===== src/rtl/instr_fetch_unit.sv =====
`default_nettype none
// ============================================================================
//  Module      : instr_fetch_unit
//  Description : Instruction fetch front end. Owns the fetch PC, issues word
//                reads to instruction memory, buffers in-order responses in a
//                small FIFO and hands them to the core over valid/ready.
//                Redirects flush the buffer and discard in-flight responses.
//  Revision    : 1.0 - initial release
// ============================================================================
module instr_fetch_unit #(
  parameter logic [31:0] RESET_PC        = 32'h0000_0000,
  parameter int          FIFO_DEPTH      = 2,
  parameter int          MAX_OUTSTANDING = 2
) (
  input  logic        clk,
  input  logic        rst,
  output logic        imem_req_valid,
  input  logic        imem_req_ready,
  output logic [31:0] imem_req_addr,
  input  logic        imem_rsp_valid,
  input  logic [31:0] imem_rsp_data,
  output logic        instr_valid,
  input  logic        instr_ready,
  output logic [31:0] instr,
  output logic [31:0] instr_pc,
  input  logic        redirect_valid,
  input  logic [31:0] redirect_pc
);

  localparam int C_PTR_W = (FIFO_DEPTH > 1) ? $clog2(FIFO_DEPTH) : 1;
  localparam int C_OCC_W = $clog2(FIFO_DEPTH + 1);
  localparam int C_CNT_W = $clog2(MAX_OUTSTANDING + 1);

  logic [31:0]        fetch_pc_q, fetch_pc_d;
  logic [31:0]        rsp_pc_q,   rsp_pc_d;
  logic [C_CNT_W-1:0] live_q,     live_d;
  logic [C_CNT_W-1:0] drop_q,     drop_d;
  logic [C_OCC_W-1:0] occ_q,      occ_d;
  logic [C_PTR_W-1:0] rd_ptr_q,   rd_ptr_d;
  logic [C_PTR_W-1:0] wr_ptr_q,   wr_ptr_d;

  logic [31:0] data_q [FIFO_DEPTH];
  logic [31:0] pc_q   [FIFO_DEPTH];

  logic [31:0] in_flight;
  logic [31:0] committed;
  logic        req_fire;
  logic        rsp_keep;
  logic        rsp_drop;
  logic        pop;
  logic [31:0] redirect_base;
  logic        unused_redirect_lsbs;

  // Low address bits of a redirect target are meaningless for word fetches.
  assign unused_redirect_lsbs = ^redirect_pc[1:0];
  assign redirect_base        = {redirect_pc[31:2], 2'b00};

  // Credit check uses registered counters only, so the request never depends
  // on imem_req_ready. occ+live bounds the FIFO so kept responses always fit.
  assign in_flight      = 32'(live_q) + 32'(drop_q);
  assign committed      = 32'(occ_q) + 32'(live_q);
  assign imem_req_valid = rst && !redirect_valid &&
                          (in_flight < 32'(MAX_OUTSTANDING)) &&
                          (committed < 32'(FIFO_DEPTH));
  assign imem_req_addr  = fetch_pc_q;

  assign req_fire = imem_req_valid && imem_req_ready;
  // Responses return in order, so pending drops always belong to the oldest.
  assign rsp_drop = imem_rsp_valid && (drop_q != '0);
  assign rsp_keep = imem_rsp_valid && (drop_q == '0) && !redirect_valid;
  assign pop      = instr_valid && instr_ready && !redirect_valid;

  assign instr_valid = (occ_q != '0);
  assign instr       = instr_valid ? data_q[rd_ptr_q] : 32'h0;
  assign instr_pc    = instr_valid ? pc_q[rd_ptr_q]   : 32'h0;

  // Next-state computation for PCs, in-flight counters and FIFO bookkeeping.
  always_comb begin
    fetch_pc_d = fetch_pc_q;
    rsp_pc_d   = rsp_pc_q;
    live_d     = live_q;
    drop_d     = drop_q;
    occ_d      = occ_q;
    rd_ptr_d   = rd_ptr_q;
    wr_ptr_d   = wr_ptr_q;
    if (redirect_valid) begin
      // Everything still in flight becomes stale; a response arriving now is
      // one of those stale words and is consumed here.
      fetch_pc_d = redirect_base;
      rsp_pc_d   = redirect_base;
      drop_d     = drop_q + live_q - (imem_rsp_valid ? C_CNT_W'(1) : C_CNT_W'(0));
      live_d     = '0;
      occ_d      = '0;
      rd_ptr_d   = '0;
      wr_ptr_d   = '0;
    end else begin
      if (req_fire) begin
        fetch_pc_d = fetch_pc_q + 32'd4;
      end
      if (rsp_drop) begin
        drop_d = drop_q - C_CNT_W'(1);
      end
      if (rsp_keep) begin
        rsp_pc_d = rsp_pc_q + 32'd4;
        wr_ptr_d = wr_ptr_q + C_PTR_W'(1);
      end
      if (pop) begin
        rd_ptr_d = rd_ptr_q + C_PTR_W'(1);
      end
      live_d = live_q + (req_fire ? C_CNT_W'(1) : C_CNT_W'(0))
                      - (rsp_keep ? C_CNT_W'(1) : C_CNT_W'(0));
      occ_d  = occ_q + (rsp_keep ? C_OCC_W'(1) : C_OCC_W'(0))
                     - (pop      ? C_OCC_W'(1) : C_OCC_W'(0));
    end
  end

  // Control state register with asynchronous active-low reset.
  always_ff @(posedge clk or negedge rst) begin
    if (!rst) begin
      fetch_pc_q <= RESET_PC;
      rsp_pc_q   <= RESET_PC;
      live_q     <= '0;
      drop_q     <= '0;
      occ_q      <= '0;
      rd_ptr_q   <= '0;
      wr_ptr_q   <= '0;
    end else begin
      fetch_pc_q <= fetch_pc_d;
      rsp_pc_q   <= rsp_pc_d;
      live_q     <= live_d;
      drop_q     <= drop_d;
      occ_q      <= occ_d;
      rd_ptr_q   <= rd_ptr_d;
      wr_ptr_q   <= wr_ptr_d;
    end
  end

  // Buffer storage; contents are only visible through occ, so no reset needed.
  always_ff @(posedge clk) begin
    if (rsp_keep) begin
      data_q[wr_ptr_q] <= imem_rsp_data;
      pc_q[wr_ptr_q]   <= rsp_pc_q;
    end
  end

endmodule
`default_nettype wire


===== config.mk =====
export PLATFORM = sky130hd
export DESIGN_NAME = instr_fetch_unit
export DESIGN_NICKNAME = d
export VERILOG_FILES = /design/src/rtl/instr_fetch_unit.sv
export SDC_FILE = /design/constraint.sdc
export NUM_CORES = 1
export LEC_CHECK = 0
export ABC_CLOCK_PERIOD_IN_PS = 3510
export CAP_MARGIN = 25
export CORE_MARGIN = 10
export CORE_UTILIZATION = 47
export DETAILED_ROUTE_END_ITERATION = 10
export GPL_ROUTABILITY_DRIVEN = 0
export MAX_ROUTING_LAYER = met4
export PLACE_DENSITY = 0.83
export SYNTH_ARGS = -nofsm -noshare
export SYNTH_HDL_FRONTEND = slang
export SYNTH_SLANG_ARGS = --single-unit

===== constraint.sdc =====
create_clock -name clk -period 3.51 [get_ports clk]
set_input_delay 0.351 -clock clk [delete_from_list [all_inputs] [get_ports clk]]
set_output_delay 0.351 -clock clk [all_outputs]
set_load 0.03 [all_outputs]

# ---- Word level (Yosys, flattened, before mapping)
# Memories as Yosys holds them, arrays and structs flattened.
# Cells that the tools add are included.
# Widths: inputs -> output; s select.
dict set report word_totals {
  register_bits 72
  latchBits 0
  ram_bits 128
  rom_bits 0
  in_bits 70
  mem_count 2
}
# memory words width rd rd_ports_with_merged_regs wr line
set memory_table {}
lappend memory_table {data_q 2 32 1 0 1 42} ;# logic [31:0] data_q [FIFO_DEPTH];
lappend memory_table {pc_q 2 32 1 0 1 43} ;# logic [31:0] pc_q [FIFO_DEPTH];
dict set report classes {
  addsub 13
  mul 0
  div_mod_pow 0
  magnitude_cmp 2
  n_eq_ne 0
  n_shift 0
  mux 20
  n_bitwise 0
  reduce_logical 17
}
# op n
set op_table {}
lappend op_table {{$mux 32} 6}
lappend op_table {{$add 32x3->32 const B} 2}
lappend op_table {{$reduce_bool 2->1} 6}
lappend op_table {{$mux 1} 10}
lappend op_table {{$logic_and 1x1->1} 9}
lappend op_table {{$mux 2} 4}
lappend op_table {{$add 2x2->3} 2}
lappend op_table {{$lt 3x2->1 const B} 2}
lappend op_table {{$add 2x1->2} 2}
lappend op_table {{$sub 2x1->2} 2}
lappend op_table {{$add 1x1->1 const B} 2}
lappend op_table {{$add 2x2->2} 1}
lappend op_table {{$logic_not 2->1} 1}
lappend op_table {{$sub 2x1->2 const B} 1}
lappend op_table {{$sub 2x2->2} 1}
lappend op_table {{$logic_not 1->1} 1}

# ---- Longest topological paths before layout
# Gate-level depths: netlist of run 1.
dict set report logic_depth {
  word_depth 9
  depth_mapped 12
}

# ---- Worst setup path before layout of run 1
# Ideal clock, no wire load.
dict set report synth_timing {
  kind {register to register}
  start {register drop_q[0]}
  end {memory data_q[0][0] (enable)}
  setup_time_ns 0.482
  arrival_time_ns 3.386
  required_time_ns 3.028
  setup_slack_ns -0.358
  stages_incl_launch_ff 5
  period_less_slack_ns 3.868
  path_cell_list {dfrtp_1 > inv_1 > ha_1 > nand3_1 > nor2_1}
}
dict set report synth_between {
  elab_chain_cells 5
}
# element line
set synth_rtl {}
lappend synth_rtl {{start, declared} 37} ;# logic [C_CNT_W-1:0] drop_q, drop_d;
lappend synth_rtl {{start signal, assigned} 131} ;# drop_q <= drop_d;
lappend synth_rtl {{$logic_not 2->1} 70} ;# assign rsp_keep = imem_rsp_valid && (drop_q == '0) && !redirect_valid;
lappend synth_rtl {{$logic_and 1x1->1 (2 in series)} 70}
lappend synth_rtl {{$mux 1} 140} ;# if (rsp_keep) begin
lappend synth_rtl {{$mux 1 (not written as such)} 141} ;# data_q[wr_ptr_q] <= imem_rsp_data;
lappend synth_rtl {{end, declared} 42}
# Every way passes these cells.

# ---- Final worst setup path of run 1
dict set report layout_timing {
  start {register live_q[0]}
  end {output imem_req_valid}
}
dict set report layout_between {
  elab_chain_cells 4
}
# element line
set layout_rtl {}
lappend layout_rtl {{start, declared} 36} ;# logic [C_CNT_W-1:0] live_q, live_d;
lappend layout_rtl {{start signal, assigned} 130} ;# live_q <= live_d;
lappend layout_rtl {{$add 2x2->3} 60} ;# assign in_flight = 32'(live_q) + 32'(drop_q);
lappend layout_rtl {{$lt 3x2->1} 63} ;# (in_flight < 32'(MAX_OUTSTANDING)) &&
lappend layout_rtl {{$logic_and 1x1->1} 62} ;# assign imem_req_valid = rst && !redirect_valid &&
lappend layout_rtl {{$logic_and 1x1->1 *} 63}
lappend layout_rtl {{end, declared} 17} ;# output logic imem_req_valid,
# Mark *: on every way between the ends. The rest lies on a longest branch, timed or not.

==> key figures, run 1 <==
Outcome
  – Status: finished clean

Global routing
  – Largest net degree at the start of global routing: 69
  – GR Overflow Total: 0
  – Global-route wire length before repair: 31900 um
  – All-Layer GR Usage: 16.9%
  – Initial antenna violation count: 0
  – Vias in the first global route: 5999

Timing
  – Final Skew: 0.00819 ns
  – Fin. max-slew vios: 0
  – Min setup slack post-route: 0.511 ns
  – Post-layout min period: 3.00 ns
  – Total negative setup slack: 0 ns
  – RSZ-0062 raised after global routing: no
  – Setup violations, final: 0
  – Final Hold Viols: 0
  – Slew HR: 41.8%
  – Final worst-path cycle share: 85.4%
  – Fmax: 333 MHz
  – Hold WS: 0.126 ns
  – Slew @ Worst Pin: 0.873 ns

Clock network
  – CTS tree: yes
  – CTS Hold Bufs: 0
  – Worst-case clock buffer depth: 2
  – Clock slew at reported path FFs: 0.07 ns
  – H-tree level count: 4
  – Cts bufs inserted: 17
  – Clk_lat worst skew: 0.42 ns
  – CTS Sinks: 192
  – Root Driver: clkbuf_16
  – Post-CTS Setup Inserts: 0
  – Resized Gates After CTS: 0

Layout
  – Layout cell share with drive strength beyond 1: 7.68%
  – Synthesis-to-layout area growth: 28.4%
  – Area of the multi-input gates: 0.00300 mm^2
  – Layout Nets: 941
  – Diodes inserted: 0
  – Fillcell total: 1389
  – FF/Latch Area: 0.00543 mm^2
  – Final non-filler cell total: 1101

Logic synthesis
  – Post-synth top flop: edfxtp_1
  – Synth top area share: 43.1%
  – Unique masters post-synth: 47
  – Synthesis Warnings: 0
  – Mapped Area: 0.00863 mm^2
  – Synth async-reset ratio: 35.4%
  – EDFF count, synth: 124
  – Most frequent cell after synthesis: edfxtp_1
  – Top cells by area, synth: edfxtp_1 43%, dfrtp_1 20%, mux2i_1 7.5%
  – Post-Synthesis Cells: 702
  – Synth area leader: edfxtp_1
  – Sequential area share after synthesis: 62.8%
  – Number of synthesized register bits: 192
  – Post-Syn Area per Cell: 12.3 um^2
  – Commonest cells in the netlist: 124 x edfxtp_1, 88 x nor2_1, 68 x dfrtp_1

Die
  – Initial Utilization: 47.9%
  – DIE AREA: 0.0242 mm^2
  – # rows: 49
  – # IOs: 168
  – Die Y: 156 um
  – Die W: 156 um
  – Core area: 0.0180 mm^2

Critical path
  – Worst r2r src: live_q[0]
  – Worst reg2reg path depth: 10
  – Crit start category: register
  – RR Endpoint: live_q[1]
  – Worst path required time: 3.16 ns
  – Critical path data arrival time: 2.65 ns
  – WS Path Type: reg2out
  – R2r setup slk: 0.77 ns
  – Crit end category: primary output
  – CP Max Fanout: 4

Power
  – Pwr Total: 0.00641 W
  – Static leakage: 3.92 nW
  – Worst IR Drop VDD: 0.350 mV
  – Power Density: 579 mW/mm^2

Routing
  – Drt drc: 0
  – Post-route ant nets: 0
  – Initial DRC Count: 445
  – TritonRoute pass-1 iters: 5
  – DR WL/cell: 18.0 um
  – Total wirelength of the detailed-routed design: 19800 um
  – Via density: 5.46
  – Via count: 6009

Place
  – Placed cells: 1069
  – DP Worst Slack: 0.769 ns
  – HPWL after DPL: 13700 um
  – # port buffers: 161

Min path
  – Hold WC Path Type: in2async

Run
  – # Max-Cap Violations: 0
placed cells by master (no fill, tap or decap), types with 3 or more instances in the layout:
master | netlist | layout
clkdlybuf4s50_1 | 0 | 159
edfxtp_1 | 124 | 124
nor2_1 | 88 | 86
dfrtp_1 | 68 | 67
mux2i_1 | 65 | 65
nand2_1 | 53 | 53
o21ai_0 | 31 | 31
nand3_1 | 30 | 30
xnor2_1 | 30 | 30
inv_1 | 20 | 20
nand4_1 | 18 | 18
clkbuf_16 | 0 | 18
a21oi_1 | 17 | 17
nor3_1 | 14 | 14
xor2_1 | 13 | 13
o211ai_1 | 13 | 13
ha_1 | 10 | 10
and3_1 | 9 | 9
nor4_1 | 8 | 8
o311ai_0 | 7 | 7
mux2_2 | 7 | 7
buf_4 | 4 | 7
and2_1 | 5 | 4
or3_1 | 4 | 4
conb_1 | 1 | 4
nor2b_1 | 3 | 3
a31oi_1 | 3 | 3
and4_1 | 3 | 3
clkinv_4 | 0 | 3
clkinv_2 | 0 | 3
buf_12 | 0 | 3
state kept, by name, summed over array words and instances (netlist names):
name	count
data_q	64
imem_req_addr	30
wr_ptr_q	1
pc_q	60
live_q	2
rsp_pc_q	30
occ_q	2
drop_q	2
rd_ptr_q	1
per-layer routing:
layer	global-route usage, %	routed length (um)	vias up
met5	-	0	-
met4	4.86	329	0
met3	4.41	1490	20
met2	24.6	9020	268
met1	22.9	8990	2871
li1	-	-	2850
how the worst max path moves through the flow:
stage                         start             end  slack [ns]  cells past startpoint
after floorplan           drop_q[0]    data_q[0][0]        0.67                      4
after global routing      live_q[0]  imem_req_valid        0.37                      5
after CTS                 live_q[0]  imem_req_valid        0.49                      5
final                     live_q[0]  imem_req_valid        0.51                      5
after detailed placement  live_q[0]       live_q[1]        0.77                     10
after global placement    live_q[0]       live_q[0]        0.85                      9
power by group:
part / internal [W] / switching (W) / total, W
Sequential: 0.00263 / 0.000222 / 0.00285
Clock: 0.00100 / 0.000838 / 0.00184
Combinational: 0.000718 / 0.00100 / 0.00172
cell type report:
class | instances | share of cell area, %
Timing Repair Buffer | 171 | 15.5
Multi-Input combinational cell | 456 | 27.1
Sequential cell | 192 | 49.0
Clock inverter | 12 | 0.869
Tap cell | 229 | 2.59
Clock buffer | 20 | 4.31
Inverter | 21 | 0.711
worst max-delay path, stage by stage, from the launching register on:
cell and delay, ns:
dfrtp_1 0.41, and2_1 0.18, fa_1 0.42, nor4_1 0.37, and2_1 0.18, clkdlybuf4s50_1 0.66
logic make-up after synthesis:
kind of cell               Yosys count  share of synthesized area (%)
AOI/OAI and AO/OA                   75                           5.23
adders and majority gates           12                           1.91
other                                1                         0.0434
and+or+nand+nor                    250                           14.4
muxes                               72                           8.45
xor gates and xnor gates            43                           4.36
buffers and inverters               57                           2.72
DFF                                192                           62.8
metrics by stage:
| stage | area (um^2) | utilization [%] |
|---|---|---|
| 2_1_floorplan | 8650 | - |
| 3_3_place_gp | 10500 | 58.3 |
| 3_5_place_dp | 10500 | 58.3 |
| 4_1_cts | 11100 | 61.5 |
| 5_1_grt | 11100 | 61.5 |
| 6_report | 11100 | 61.5 |
Power figures use the tool's default switching activity.
==> run 2, diff against run 1 <==
==> config.mk (replaced) <==
export PLATFORM = sky130hd
export DESIGN_NAME = instr_fetch_unit
export DESIGN_NICKNAME = d
export VERILOG_FILES = /design/src/rtl/instr_fetch_unit.sv
export SDC_FILE = /design/constraint.sdc
export NUM_CORES = 1
export LEC_CHECK = 0
export ABC_CLOCK_PERIOD_IN_PS = 3100
export CAP_MARGIN = 25
export CELL_PAD_IN_SITES_DETAIL_PLACEMENT = 1
export CELL_PAD_IN_SITES_GLOBAL_PLACEMENT = 1
export CORE_MARGIN = 10
export CORE_UTILIZATION = 42
export DETAILED_ROUTE_END_ITERATION = 10
export GPL_ROUTABILITY_DRIVEN = 0
export MAX_ROUTING_LAYER = met4
export PLACE_DENSITY = 0.88
export SYNTH_ARGS = -nofsm -noshare
export SYNTH_HDL_FRONTEND = slang
export SYNTH_SLANG_ARGS = --single-unit
==> constraint.sdc (replaced) <==
create_clock -name clk -period 3.1 [get_ports clk]
set_input_delay 0.31 -clock clk [delete_from_list [all_inputs] [get_ports clk]]
set_output_delay 0.31 -clock clk [all_outputs]
set_load 0.03 [all_outputs]
==> run 2 against run 1 <==
Register-to-register slack lost 0.38 ns. Global-route usage grew 0.71 points. Clock skew grew 0.0012 ns. Largest cell class unchanged. Setup slack lost 0.32 ns. Final area grew 0.14%. Count of clock-buffer cells in the layout grew 6. First-iteration DRC count shrank 36%. Sequential power grew 13%. Total power grew 13%. Die area grew 10%. Critical endpoint unchanged. Highest routed layer unchanged.
==> key figures, run 2 (synthesis gave the netlist of run 1 again) <==
Routing
  – Via count: 6160 (+2.5%)
  – Initial DRC Count: 286 (-36%)
  – Post-route ant nets: 0 (unchanged)
  – Total wirelength of the detailed-routed design: 22800 um (+15%)
  – Drt drc: 0 (unchanged)
  – TritonRoute pass-1 iters: 4 (-1)
  – DR WL/cell: 20.0 um (+11%)
  – Via density: 5.39 (-1.2%)

Timing
  – Min setup slack post-route: 0.190 ns (-0.321 ns)
  – Slew HR: 39.3% (-2.4 points)
  – Final Hold Viols: 0 (unchanged)
  – Total negative setup slack: 0 ns (unchanged)
  – RSZ-0062 raised after global routing: no
  – Final Skew: 0.00940 ns (+0.00121 ns)
  – Final worst-path cycle share: 93.9%
  – Slew @ Worst Pin: 0.910 ns (+0.0364 ns)
  – Setup violations, final: 0 (unchanged)
  – Fin. max-slew vios: 0 (unchanged)
  – Fmax: 344 MHz
  – Post-layout min period: 2.91 ns

Layout
  – Max reg flops: 64 (unchanged)
  – Biggest regs: data_q: 64 flops, pc_q: 60 flops
  – Layout Nets: 942 (+0.11%)
  – Most frequent cells in the layout: 159 x clkdlybuf4s50_1, 124 x edfxtp_1, 86 x nor2_1
  – Largest register by flop count: data_q
  – Most common cell after layout, fill and taps aside: clkdlybuf4s50_1
  – Final instance area: 0.0111 mm^2 (+0.14%)
  – Diodes inserted: 0 (unchanged)
  – Synthesis-to-layout area growth: 28.6%
  – Fillcell total: 2039 (+47%)
  – Layout cell share with drive strength beyond 1: 7.11% (-0.57 points)

Die
  – Core area: 0.0202 mm^2 (+12%)
  – Initial Utilization: 42.7% (-5.2 points)
  – DIE AREA: 0.0267 mm^2 (+10%)
  – Die Y: 163 um (+5.0%)
  – # rows: 52 (+6.1%)
  – Die W: 163 um (+5.0%)
  – # IOs: 168 (unchanged)

Clock network
  – H-tree level count: 4 (unchanged)
  – Clock slew at reported path FFs: 0.07 ns (about the same)
  – Post-CTS Setup Inserts: 0 (unchanged)
  – CTS Sinks: 192 (unchanged)
  – Clk_lat worst skew: 0.43 ns (about the same)
  – CTS Hold Bufs: 0 (unchanged)
  – Resized Gates After CTS: 0 (unchanged)
  – Cts bufs inserted: 17 (unchanged)
  – Worst-case clock buffer depth: 2 (unchanged)
  – CTS tree: yes
  – Root Driver: clkbuf_16

Power
  – Switching share of power: 32.1% (-0.057 points)
  – Sw power: 0.00232 W (+13%)
  – Sequential share of power: 44.4% (about the same)
  – Worst IR Drop VDD: 0.378 mV (+7.8%)
  – Power Density: 652 mW/mm^2 (+13%)
  – Comb power frac: 28.0% (+1.2 points)
  – Static leakage: 3.91 nW (-0.32%)
  – P_int: 0.00491 W (+13%)
  – Clock network fraction of design power: 27.6% (-1.1 points)

Critical path
  – CP Max Fanout: 4 (unchanged)
  – Crit end category: primary output
  – Largest delay contributor family on the critical path: buffers and inverters
  – WS Path Type: reg2out
  – Critical path's largest stage delay: 0.67 ns (about the same)
  – CP most frequent cell: and2_1
  – WP buf/inv: 1 (unchanged)
  – Worst path required time: 2.79 ns (-0.37 ns)
  – Cells along the critical path: and2_1 -> fa_1 -> nor4_1 -> and2_1 -> clkdlybuf4s50_1
  – Crit start category: register
  – Critical path data arrival time: 2.60 ns (-0.05 ns)
  – CP max-delay cell: clkdlybuf4s50_1

Global routing
  – Vias in the first global route: 6441 (+7.4%)
  – GR Overflow Total: 0 (unchanged)
  – Initial antenna violation count: 0 (unchanged)
  – Global-route wire length before repair: 36200 um (+14%)
  – All-Layer GR Usage: 17.6% (+0.71 points)
  – Largest net degree at the start of global routing: 69 (unchanged)

Outcome
  – Status: finished clean

Run
  – # Max-Cap Violations: 0 (unchanged)

Place
  – # port buffers: 161 (unchanged)
  – Placed cell area: 0.0106 mm^2 (+0.56%)
  – HPWL after DPL: 15900 um (+16%)
  – DP Worst Slack: 0.370 ns (-0.399 ns)

Min path
  – Hold WC Path Type: in2async
==> run 2: cell count changes in the layout (fill, tap and decap cells not counted), moves of 2 or more <==
cell and change:
clkinv_4 -2, inv_6 -2, clkinvlp_4 -2, inv_8 -2, clkbuf_1 +5, inv_4 +2, clkbuf_8 +2
==> run 2: worst register-to-register path, cell delays in order (launching register included) <==
cell and delay, ns:
dfrtp_1 0.41, and2_1 0.18, fa_1 0.44, nor4_1 0.31
and3_1 0.26, inv_2 0.20, ha_1 0.34, inv_1 0.04
ha_1 0.18, xnor2_1 0.16, nor2_1 0.06
==> run 2: area by class of cell <==
cell class / count / area [um^2] / share of cell area [%]
tap: 270 / 338 / 3.04
inverter: 21 / 78.8 / 0.710
sequential: 192 / 5430 / 48.9
timing repair buffer: 172 / 1720 / 15.5
multi-input combinational: 456 / 3000 / 27.0
clock inverter: 5 / 31.3 / 0.282
clock buffer: 26 / 499 / 4.50
==> run 2: through the flow <==
stage	power [W]	util (%)	hold WS, ns	std cells
6_report	0.00723	54.8	0.0917	1142
5_1_grt	0.00761	54.8	0.158	1142
4_1_cts	0.00732	54.8	0.136	1142
3_5_place_dp	0.00531	52.2	0.484	1111
3_3_place_gp	0.00522	52.2	0.477	1111
2_1_floorplan	0.00443	-	0.0144	705
==> run 2: power by group through the flow <==
stage | Combinational [W] | Sequential [W] | Clock, W
2_1_floorplan | 0.00114 | 0.00329 | 0
3_5_place_dp | 0.00206 | 0.00325 | 0
4_1_cts | 0.00207 | 0.00321 | 0.00205
5_1_grt | 0.00220 | 0.00324 | 0.00217
3_3_place_gp | 0.00199 | 0.00323 | 0
6_report | 0.00203 | 0.00321 | 0.00200
==> run 2: per-layer routing <==
layer	wire, um	global-route usage (%)	vias to the layer above	share of wire (%)
li1	-	-	2858	-
met1	10400	23.5	3072	46
met2	10700	26.5	200	47
met3	1320	4.10	30	5.8
met4	350	4.75	0	1.5
met5	0	-	-	0
==> run 2: path summary, 6_finish.rpt <==
kind	to	cells past startpoint	from	slack, ns
max	imem_req_valid	5	live_q[0]	0.19
min	occ_q[0]	2	rst	0.09
max reg2reg	live_q[1]	10	live_q[0]	0.39
min reg2reg	pc_q[1][31]	0	rsp_pc_q[31]	0.51
max in group asynchronous	rd_ptr_q	2	rst	2.32
min in group clk	live_q[0]	2	redirect_valid	0.33
